--- src/rtl/nav_pkg.sv ---
// Shared types and constants for the navigation integrator: FSM states,
// command opcodes, one-hot velocity modes and their divisors.
package nav_pkg;

    typedef enum logic [1:0] {
        ST_IDLE     = 2'd0,
        ST_CRUISE   = 2'd1,
        ST_COOLDOWN = 2'd2
    } nav_state_t;

    typedef enum logic [1:0] {
        OP_RESET_POS = 2'd0,
        OP_CRUISE    = 2'd1,
        OP_JUMP      = 2'd2,
        OP_HOLD      = 2'd3
    } nav_op_t;

    localparam logic [3:0] MODE_STOP    = 4'b0001;
    localparam logic [3:0] MODE_ATTACK  = 4'b0010;
    localparam logic [3:0] MODE_DEFENSE = 4'b0100;
    localparam logic [3:0] MODE_STEALTH = 4'b1000;

    localparam int DIV_STEALTH = 3;
    localparam int DIV_DEFENSE = 2;
    localparam int DIV_ATTACK  = 1;

endpackage

--- src/rtl/nav_axis.sv ---
// One axis of the integrator: mode-scaled velocity, adder and position register.
// NAV_SATURATE_EN selects clamping (with a clamp pulse) instead of wraparound.
module nav_axis
    import nav_pkg::*;
#(
    parameter int W = 16
) (
    input  logic                clk,
    input  logic                rst,
    input  logic [3:0]          mode,
    input  logic signed [W-1:0] speed,
    input  logic signed [W-1:0] jump_val,
    input  logic                integrate,
    input  logic                load_zero,
    input  logic                load_jump,
    output logic signed [W-1:0] pos,
    output logic                clamp
);

    localparam logic signed [W-1:0] D_STEALTH = W'(DIV_STEALTH);
    localparam logic signed [W-1:0] D_DEFENSE = W'(DIV_DEFENSE);
    localparam logic signed [W-1:0] D_ATTACK  = W'(DIV_ATTACK);

    logic signed [W-1:0] vel;
    logic signed [W-1:0] pos_next;

    // Signed division truncates toward zero; anything not exactly one-hot stops.
    always_comb begin
        vel = '0;
        case (mode)
            MODE_STEALTH: vel = speed / D_STEALTH;
            MODE_DEFENSE: vel = speed / D_DEFENSE;
            MODE_ATTACK:  vel = speed / D_ATTACK;
            default:      vel = '0;
        endcase
    end

`ifdef NAV_SATURATE_EN
    function automatic logic signed [W-1:0] saturate(input logic signed [W:0] s);
        if (s[W] != s[W-1])
            return s[W] ? {1'b1, {(W-1){1'b0}}} : {1'b0, {(W-1){1'b1}}};
        return s[W-1:0];
    endfunction

    logic signed [W:0] sum;
    assign sum      = {pos[W-1], pos} + {vel[W-1], vel};
    assign pos_next = saturate(sum);
    assign clamp    = integrate && (sum[W] != sum[W-1]);
`else
    function automatic logic signed [W-1:0] wrap_add(input logic signed [W-1:0] a,
                                                     input logic signed [W-1:0] b);
        return a + b;
    endfunction

    assign pos_next = wrap_add(pos, vel);
    assign clamp    = 1'b0;
`endif

    always_ff @(posedge clk or posedge rst) begin
        if (rst)
            pos <= '0;
        else if (load_zero)
            pos <= '0;
        else if (load_jump)
            pos <= jump_val;
        else if (integrate)
            pos <= pos_next;
    end

endmodule

--- src/rtl/nav_integrator.sv ---
// N-axis position integrator with valid/ready command port and post-jump cooldown.
// NAV_SATURATE_EN enables per-axis clamping and the sticky overflow flag.
module nav_integrator
    import nav_pkg::*;
#(
    parameter int W        = 16,
    parameter int AXES     = 3,
    parameter int COOLDOWN = 8
) (
    input  logic                clk,
    input  logic                rst,
    input  logic [3:0]          mode,
    input  logic                cmd_valid,
    output logic                cmd_ready,
    input  logic [1:0]          cmd_op,
    input  logic [AXES*W-1:0]   jump_pos,
    input  logic [AXES*W-1:0]   speed,
    output logic [AXES*W-1:0]   pos,
    output logic [1:0]          state,
    output logic                busy,
    output logic                overflow
);

    localparam int CNT_W = (COOLDOWN > 1) ? $clog2(COOLDOWN) : 1;

    nav_state_t       st;
    nav_op_t          op;
    logic [CNT_W-1:0] cnt;
    logic             accept;
    logic             integrate;
    logic             load_zero;
    logic             load_jump;
    logic [AXES-1:0]  clamp;

    assign op        = nav_op_t'(cmd_op);
    assign cmd_ready = (st != ST_COOLDOWN);
    assign accept    = cmd_valid && cmd_ready;
    // An accepted command always pre-empts that edge's integration step.
    assign integrate = (st == ST_CRUISE) && !accept;
    assign load_zero = accept && (op == OP_RESET_POS);
    assign load_jump = accept && (op == OP_JUMP);
    assign state     = st;

    for (genvar a = 0; a < AXES; a++) begin : g_axis
        nav_axis #(.W(W)) u_axis (
            .clk       (clk),
            .rst       (rst),
            .mode      (mode),
            .speed     (speed[a*W +: W]),
            .jump_val  (jump_pos[a*W +: W]),
            .integrate (integrate),
            .load_zero (load_zero),
            .load_jump (load_jump),
            .pos       (pos[a*W +: W]),
            .clamp     (clamp[a])
        );
    end

    always_ff @(posedge clk or posedge rst) begin
        if (rst) begin
            st       <= ST_IDLE;
            cnt      <= '0;
            busy     <= 1'b0;
            overflow <= 1'b0;
        end else begin
            if (load_zero)
                overflow <= 1'b0;
            else if (|clamp)
                overflow <= 1'b1;

            case (st)
                ST_COOLDOWN: begin
                    if (cnt == '0) begin
                        st   <= ST_IDLE;
                        busy <= 1'b0;
                    end else begin
                        cnt <= cnt - 1'b1;
                    end
                end
                default: begin
                    if (accept) begin
                        case (op)
                            OP_CRUISE: st <= ST_CRUISE;
                            OP_JUMP: begin
                                st   <= ST_COOLDOWN;
                                busy <= 1'b1;
                                cnt  <= CNT_W'(COOLDOWN - 1);
                            end
                            default:   st <= ST_IDLE;
                        endcase
                    end
                end
            endcase
        end
    end

endmodule

--- config.mk ---
export PLATFORM = sky130hd
export DESIGN_NAME = nav_integrator
export DESIGN_NICKNAME = d
export VERILOG_FILES = /design/src/rtl/nav_pkg.sv /design/src/rtl/nav_axis.sv /design/src/rtl/nav_integrator.sv
export SDC_FILE = /design/constraint.sdc
export NUM_CORES = 1
export LEC_CHECK = 0
export BUFFER_PORTS_ARGS = -buffer_cell sky130_fd_sc_hd__clkbuf_2
export CAP_MARGIN = 5
export CORE_UTILIZATION = 60
export DETAILED_ROUTE_END_ITERATION = 8
export PLACE_DENSITY = 0.82
export SLEW_MARGIN = 20
export SYNTH_ARGS = -nofsm -noshare
export SYNTH_HDL_FRONTEND = slang
export SYNTH_HIERARCHICAL = 1
export SYNTH_SLANG_ARGS = --single-unit
--- constraint.sdc ---
create_clock -name clk -period 3.9 [get_ports clk]
set_input_delay 0.585 -clock clk [delete_from_list [all_inputs] [get_ports clk]]
set_output_delay 0.585 -clock clk [all_outputs]
set_load 0.01 [all_outputs]
==> flow_summary.toml, run 1 <==
[floorplan]
die_w_um = 150.8
initial_core_util_pct = 61.10
die_h_um = 150.8
io_pins = 158
std_cell_rows = 54

[synth]
ys_ff_latch = 55
synth_edf_count = 0
synth_area_um2 = 13290
synth.avg_cell_area_um2 = 6.941
synth_cell_types = 83
synthArstFlopShare_pct = 100.0
syn_inst = 1915
synthesis.nets = 2091
synth_warnings = 6
synth_flop_cell = "dfrtp_1"
synth-seq-area-share_pct = 10.35

[placement]
gp_congestion = 1.064
io_buffers = 157
place_inst = 2880
hpwl_um = 49470

[cts]
ctsResizeCount = 308
cts-root-buf = "clkbuf_16"
cts_hold_buf = 0
htree_levels = 2
numCtsBuffers = 5
cts_sinks = 55
postCtsSetupRepairBufs = 165
clockBufferDepth = 2

[outcome]
haltStage = "4_1_cts"
status = "aborted with a tool error"
error = "[ERROR DPL-0038] Utilization greater than 100%, impossible to legalize"
synthesized netlist by cell type, drive strengths merged (18+ instances only):
master	count	area share, %
nand3	70	2.7
nor2	231	6.5
o21ai	141	5.4
dfrtp	55	10
nor3	78	2.9
o41ai	18	1.4
nor4	34	2.2
mux2i	36	2.7
ha	68	6.4
a21o	30	1.7
xor2	69	4.5
buf	48	2.1
nor2b	25	1.2
o31ai	33	1.9
clkbuf	87	2.5
xnor2	129	8.5
a21oi	161	6.2
inv	55	1.6
nand4	27	1.3
a211oi	24	1.6
and3	27	1.3
a22oi	50	2.8
nand2	135	3.9
per-stage QoR:
step | worst slack, ns | hold WS (ns) | cell area [um^2] | TNS [ns]
after detailed placement | -4.918 | 0.5315 | 19250 | -179.03
after floorplan | -3.954 | 0.3884 | 13770 | -137.25
after global placement | -4.322 | 0.4795 | 19250 | -154.19
cell families after synthesis:
family	count (synthesis)	synth area share, %
AOI/OAI and AO/OA	640	33.40
xor gates and xnor gates	198	13.05
adders and majority gates	71	6.852
buffers and inverters	190	6.071
DFF	55	10.35
muxes	42	3.219
other	3	0.08471
and+or+nand+nor	716	26.98
==> run 2, diff against run 1 <==
--- a/config.mk
+++ b/config.mk
@@ -7,9 +7,9 @@
 export LEC_CHECK = 0
 export BUFFER_PORTS_ARGS = -buffer_cell sky130_fd_sc_hd__clkbuf_2
 export CAP_MARGIN = 5
-export CORE_UTILIZATION = 60
+export CORE_UTILIZATION = 40
 export DETAILED_ROUTE_END_ITERATION = 8
-export PLACE_DENSITY = 0.82
+export PLACE_DENSITY_LB_ADDON = 0.15
 export SLEW_MARGIN = 20
 export SYNTH_ARGS = -nofsm -noshare
 export SYNTH_HDL_FRONTEND = slang
==> run 2 against run 1 <==
Net effect:
- the flow now finishes, with violations (negative setup slack)
- synthesized cell count unchanged
- synthesized area unchanged
==> flow_summary.toml, run 2 <==
[outcome]
status = "finished, violations left"
violations = "negative setup slack"

[layout]
nets = 2928
largest-register = "g_axis.u_axis/pos"
final_core_util_pct = 69.95
largest_reg_flops = 48
stdcell_count = 3200
design_area_um2 = 22820
most-common-layout-cells = "737 x buf_4, 216 x nor2_1, 151 x clkbuf_2, 129 x nand2_1, 121 x a21oi_1"
drive_gt1_share_pct = 47.77
syn2layout_area_growth_pct = 71.64
final_common_cell = "buf_4"

[detailed_routing]
drc = 0
drtIter0Drc = 1183
wirelength_um = 57700
antenna_left = 0
viasPerCell = 5.769
first_pass_iters = 5
vias = 18460
post_drt_wl_per_cell_um = 18.03

[worst_setup_path]
arrival_ns = 8.18
path_class = "in -> reg"
crit_slowest_cell = "or4_4"
reg2reg_depth = 16
cp_common_cell = "a21oi_2"
r2r_setup_slack_ns = 0.42
slowest_delay_ns = 0.56
cp_max_fo = 8
worstSetupStartpointType = "input pin"
r2r_start = "g_axis[2].u_axis/pos[1]"
r2r_end = "g_axis[2].u_axis/pos[15]"
worst_ep_required_time_ns = 4.12
endpoint_kind = "flop"

[cts]
cts_tree = "done"
cts-root-buf = "clkbuf_16"
clock_latency_ns = 0.33
cts_sinks = 55
numCtsBuffers = 5
clockBufferDepth = 2
cts.reportedPaths.clkPinSlew_ns = 0.08
htree_levels = 2

[synth]
synth_edf_count = 0
synth_fa_ha_area_share_pct = 6.852
synth_area_um2 = 13290
synth.area.mux_share_pct = 3.219
synth_flop_cell = "dfrtp_1"
synthXorXnorAreaFrac_pct = 13.05
synth_common_cells = "231 x nor2_1, 155 x a21oi_1, 132 x nand2_1"
ys_ff_latch = 55
syn_inst = 1915
synth.avg_cell_area_um2 = 6.941
yosys.cell_count.top_type = "nor2_1"
synth_compound_area_share_pct = 33.40
synth_top_family_by_area = "compound AO/OA/AOI/OAI gates"
synthesis.nets = 2091
yosys.area.top_type = "dfrtp_1"
synth-seq-area-share_pct = 10.35
synthTopCellsByArea = "dfrtp_1 10%, xnor2_1 8.5%, nor2_1 6.5%"
synth_warnings = 6
synthSimpleGateAreaFrac_pct = 26.98
synthArstFlopShare_pct = 100.0
synth_cell_types = 83
synth_top_area_share_pct = 10.35

[global_routing]
first_global_vias = 17780
grt_max_degree = 78
grt-ovfl-total = 0
grt_pass1_wl_um = 89060
antenna_found_initial = 6
grt.total_usage_pct = 32.15

[floorplan]
std_cell_rows = 66
die_w_um = 184.3
die_area_um2 = 33960
die_h_um = 184.3
initial_core_util_pct = 40.75
fp.coreArea_um2 = 32620
io_pins = 158

[timing]
hold_ws_ns = 0.2520
tns_ns = -148.92
fin_ws_ns = -4.063
clock_skew_ns = 0.01089
max-slew-margin-rel_pct = 42.66
hold_viol_final = 0
tightest_slew_ns = 0.8481
finalSetupViolCount = 48
slew_viol_final = 0
fin_crit_ns = 7.963
fmax_mhz = 125.6
rsz0062_at_grt = "yes"
fin_crit_sh_pct = 204.2

[placement]
pre_cts_ws_ns = -4.605
gp_congestion = 0.9537
dpl_cell_area_um2 = 19630
hpwl_um = 41790
io_buffers = 157
place_inst = 3056

[pwr]
power.leakage_nw = 10.25
p_total_mw = 8.586
vdd_drop_max_mv = 0.3185
power.density_nw_per_um2 = 376.3

[min_path]
hold_path.class = "in -> async"

[flow_run]
max-cap-violations = 0
[run 2: cell counts after synthesis]
No cell type changed its count.
[run 2: power by group]
group | leakage, nW | switching [mW] | total (mW) | internal [mW]
registers | 0.688 | 0.312 | 1.12 | 0.805
logic | 9.49 | 3.43 | 6.95 | 3.52
clock network | 0.0772 | 0.267 | 0.516 | 0.249
[run 2: critical path, delay by kind of cell]
kind / cells / cell delay (ns)
AO/OA/AOI/OAI: 19 / 3.89
AND/OR/NAND/NOR: 12 / 1.88
adder cells (fa/ha/maj): 3 / 0.83
buffers and inverters: 5 / 0.72
XOR/XNOR: 2 / 0.30
[run 2: final cells by class]
type	count	area, um^2
inverters	55	209.0
diodes	5	12.51
well taps	442	553.0
clock buffers	5	125.1
multi-input cells	1671	13230
flip-flops and latches	55	1376
clock inverters	3	33.78
fillers	2588	9803
repair buffers	964	7278
[run 2: worst max path at each step]
stage | end | slack [ns] | start | cells after the start
after floorplan | g_axis[2].u_axis/pos[15] | -3.95 | speed[36] | 38
after global placement | g_axis[2].u_axis/pos[15] | -4.42 | speed[35] | 37
after detailed placement | g_axis[2].u_axis/pos[15] | -4.61 | speed[36] | 37
after CTS | g_axis[1].u_axis/pos[15] | -3.93 | speed[19] | 39
after global routing | g_axis[2].u_axis/pos[15] | -4.41 | speed[35] | 38
final | g_axis[2].u_axis/pos[15] | -4.06 | speed[40] | 41
[run 2: logic make-up after synthesis]
family | after synthesis
xor+xnor | 198
buf+inv | 190
fa+ha+maj | 71
mux | 42
compound gates | 640
flops | 55
other cells | 3
simple gates | 716
[run 2: what timing repair did]
action / CTS / global route
setup endpoints to repair: 48 / 48
pin swaps: 205 / 184
gates cloned: 1 / 0
hold buffers: 0 / 0
resized for setup: 234 / 185
setup buffers: 130 / 55
[run 2: layer usage]
metal,routed length (um),up-vias,track usage (%),share of wire [%]
met5,9,-,0,0.016
met4,1666,2,9.767,2.9
met3,3565,114,4.268,6.2
met2,28100,675,56.64,49
met1,24370,8837,40.40,42
li1,-,8833,-,-
No activity file was read; power rests on OpenSTA's default activity.
==> run 3, diff against run 2 <==
==> constraint.sdc (replaced) <==
create_clock -name clk -period 6.4 [get_ports clk]
set_input_delay 0.96 -clock clk [delete_from_list [all_inputs] [get_ports clk]]
set_output_delay 0.96 -clock clk [all_outputs]
set_load 0.01 [all_outputs]
==> run 3 against run 2 <==
Net effect:
- the flow still finishes with violations (negative setup slack)
- via count down 3.5%
- flip-flop and latch count unchanged
- sequential share of layout area up 0.32 points
- clock-buffer cell count unchanged
- worst setup slack better by 2.2 ns
- clock power down 38%
- first-iteration DRC count up 9.6%
- non-clock buffer count down 107
==> flow_summary.toml, run 3 (synthesis results as in run 2) <==
[outcome]
status = "finished, violations left"
violations = "negative setup slack"

[worst_setup_path]
arrival_ns = 8.49
r2r_end = "g_axis[0].u_axis/pos[15]"
cp_max_fo = 4
worst_ep_required_time_ns = 6.62
endpoint_kind = "flop"
cp_common_cell = "a21oi_2"
worstSetupStartpointType = "input pin"
path_class = "in -> reg"
crit_slowest_cell = "or4_4"
slowest_delay_ns = 0.57
r2r_setup_slack_ns = 3.00
reg2reg_depth = 16
r2r_start = "g_axis[0].u_axis/pos[1]"

[timing]
slew_viol_final = 0
fmax_mhz = 120.9
finalSetupViolCount = 44
max-slew-margin-rel_pct = 44.07
tightest_slew_ns = 0.8380
clock_skew_ns = 0.008206
hold_viol_final = 0
rsz0062_at_grt = "yes"
fin_crit_sh_pct = 129.2
fin_ws_ns = -1.869
fin_crit_ns = 8.269

[layout]
design_area_um2 = 21660
n_fill_cell = 2826
largest-register = "g_axis.u_axis/pos"
syn2layout_area_growth_pct = 62.95
most-common-layout-cells = "649 x buf_4, 214 x nor2_1, 146 x clkbuf_2, 127 x a21oi_1, 127 x nand2_1"
final_common_cell = "buf_4"
drive_gt1_share_pct = 45.14
largest_reg_flops = 48
nets = 2820

[flow_run]
max-cap-violations = 0

[cts]
cts-root-buf = "clkbuf_16"
clock_latency_ns = 0.32
cts_hold_buf = 0
numCtsBuffers = 5
cts_sinks = 55
cts_tree = "done"
htree_levels = 2
cts.reportedPaths.clkPinSlew_ns = 0.09
clockBufferDepth = 2

[detailed_routing]
wirelength_um = 54360
antenna_left = 0
drtIter0Drc = 1296
first_pass_iters = 6
vias = 17820
drc = 0
post_drt_wl_per_cell_um = 17.59
viasPerCell = 5.767

[floorplan]
die_w_um = 184.3
fp.coreArea_um2 = 32620
io_pins = 158
die_h_um = 184.3
initial_core_util_pct = 40.75
die_area_um2 = 33960
std_cell_rows = 66

[pwr]
power.leakage_nw = 9.648
vdd_drop_max_mv = 0.2162
power.density_nw_per_um2 = 230.4

[global_routing]
grt-ovfl-total = 0
first_global_vias = 17110
grt.total_usage_pct = 30.63
grt_max_degree = 60
grt_pass1_wl_um = 85100
antenna_found_initial = 3

[min_path]
worstHoldEndpoint = "cnt[0]"
hold_path.class = "reg -> reg"
hold_start = "cnt[0]"
whs_path_depth = 1

[placement]
hpwl_um = 40730
io_buffers = 157
pre_cts_ws_ns = -2.376
dpl_cell_area_um2 = 18990
gp_congestion = 0.9276
## run 3: area by class of cell
type,instances,area [um^2],area share (%)
Clock inverter,3,33.78,0.1560
Timing Repair Buffer,857,6352,29.33
Multi-Input combinational cell,1670,13010,60.04
Tap cell,442,553.0,2.553
Clock buffer,5,125.1,0.5776
Antenna cell,3,7.507,0.03466
Sequential cell,55,1376,6.354
Inverter,55,207.7,0.9589
## run 3: per-stage QoR
step                setup TNS [ns]  hold WS (ns)  util, %  cells  total power [mW]
floorplan                   -37.83        0.4642        -   1915             2.509
global placement            -61.61        0.4819    58.23   2981             3.866
detailed placement          -66.82        0.4913    58.23   2981             3.931
CTS                         -46.87        0.5024    63.40   3073             4.643
global route                -60.46        0.5305    66.41   3090             5.346
finish                      -47.84        0.4981    66.41   3090             4.990
## run 3: what timing repair did
item	4_1_cts	5_1_grt
hold endpoints to repair	0	0
buffers inserted	103	59
pin swaps	181	198
endpoints found under the setup margin	43	45
resized for setup	199	199
## run 3: critical path: cells and delay by family
kind | cells | cell delay, ns
compound gates | 17 | 3.66
xor+xnor | 2 | 0.26
simple gates | 11 | 1.75
fa+ha+maj | 3 | 0.83
buf+inv | 4 | 0.56
mux | 2 | 0.46
## run 3: worst max path at each step
stage / cells after the start / end / startpoint / slack (ns)
after detailed placement: 38 / g_axis[0].u_axis/pos[15] / speed[5] / -2.38
after global placement: 39 / g_axis[1].u_axis/pos[15] / speed[21] / -2.25
after CTS: 39 / g_axis[1].u_axis/pos[15] / speed[18] / -1.81
after global routing: 39 / g_axis[0].u_axis/pos[15] / speed[8] / -2.23
final: 39 / g_axis[0].u_axis/pos[15] / speed[8] / -1.87
after floorplan: 38 / g_axis[2].u_axis/pos[15] / speed[36] / -1.83
## run 3: report_power, final
part | internal [mW] | switching [mW]
logic | 2.02 | 1.99
clock network | 0.152 | 0.166
registers | 0.491 | 0.175
## run 3: layer usage
layer	routed length (um)	global-route usage [%]
met1	23720	39.57
met5	0	0
met2	25880	52.73
met4	1549	8.900
met3	3208	4.169
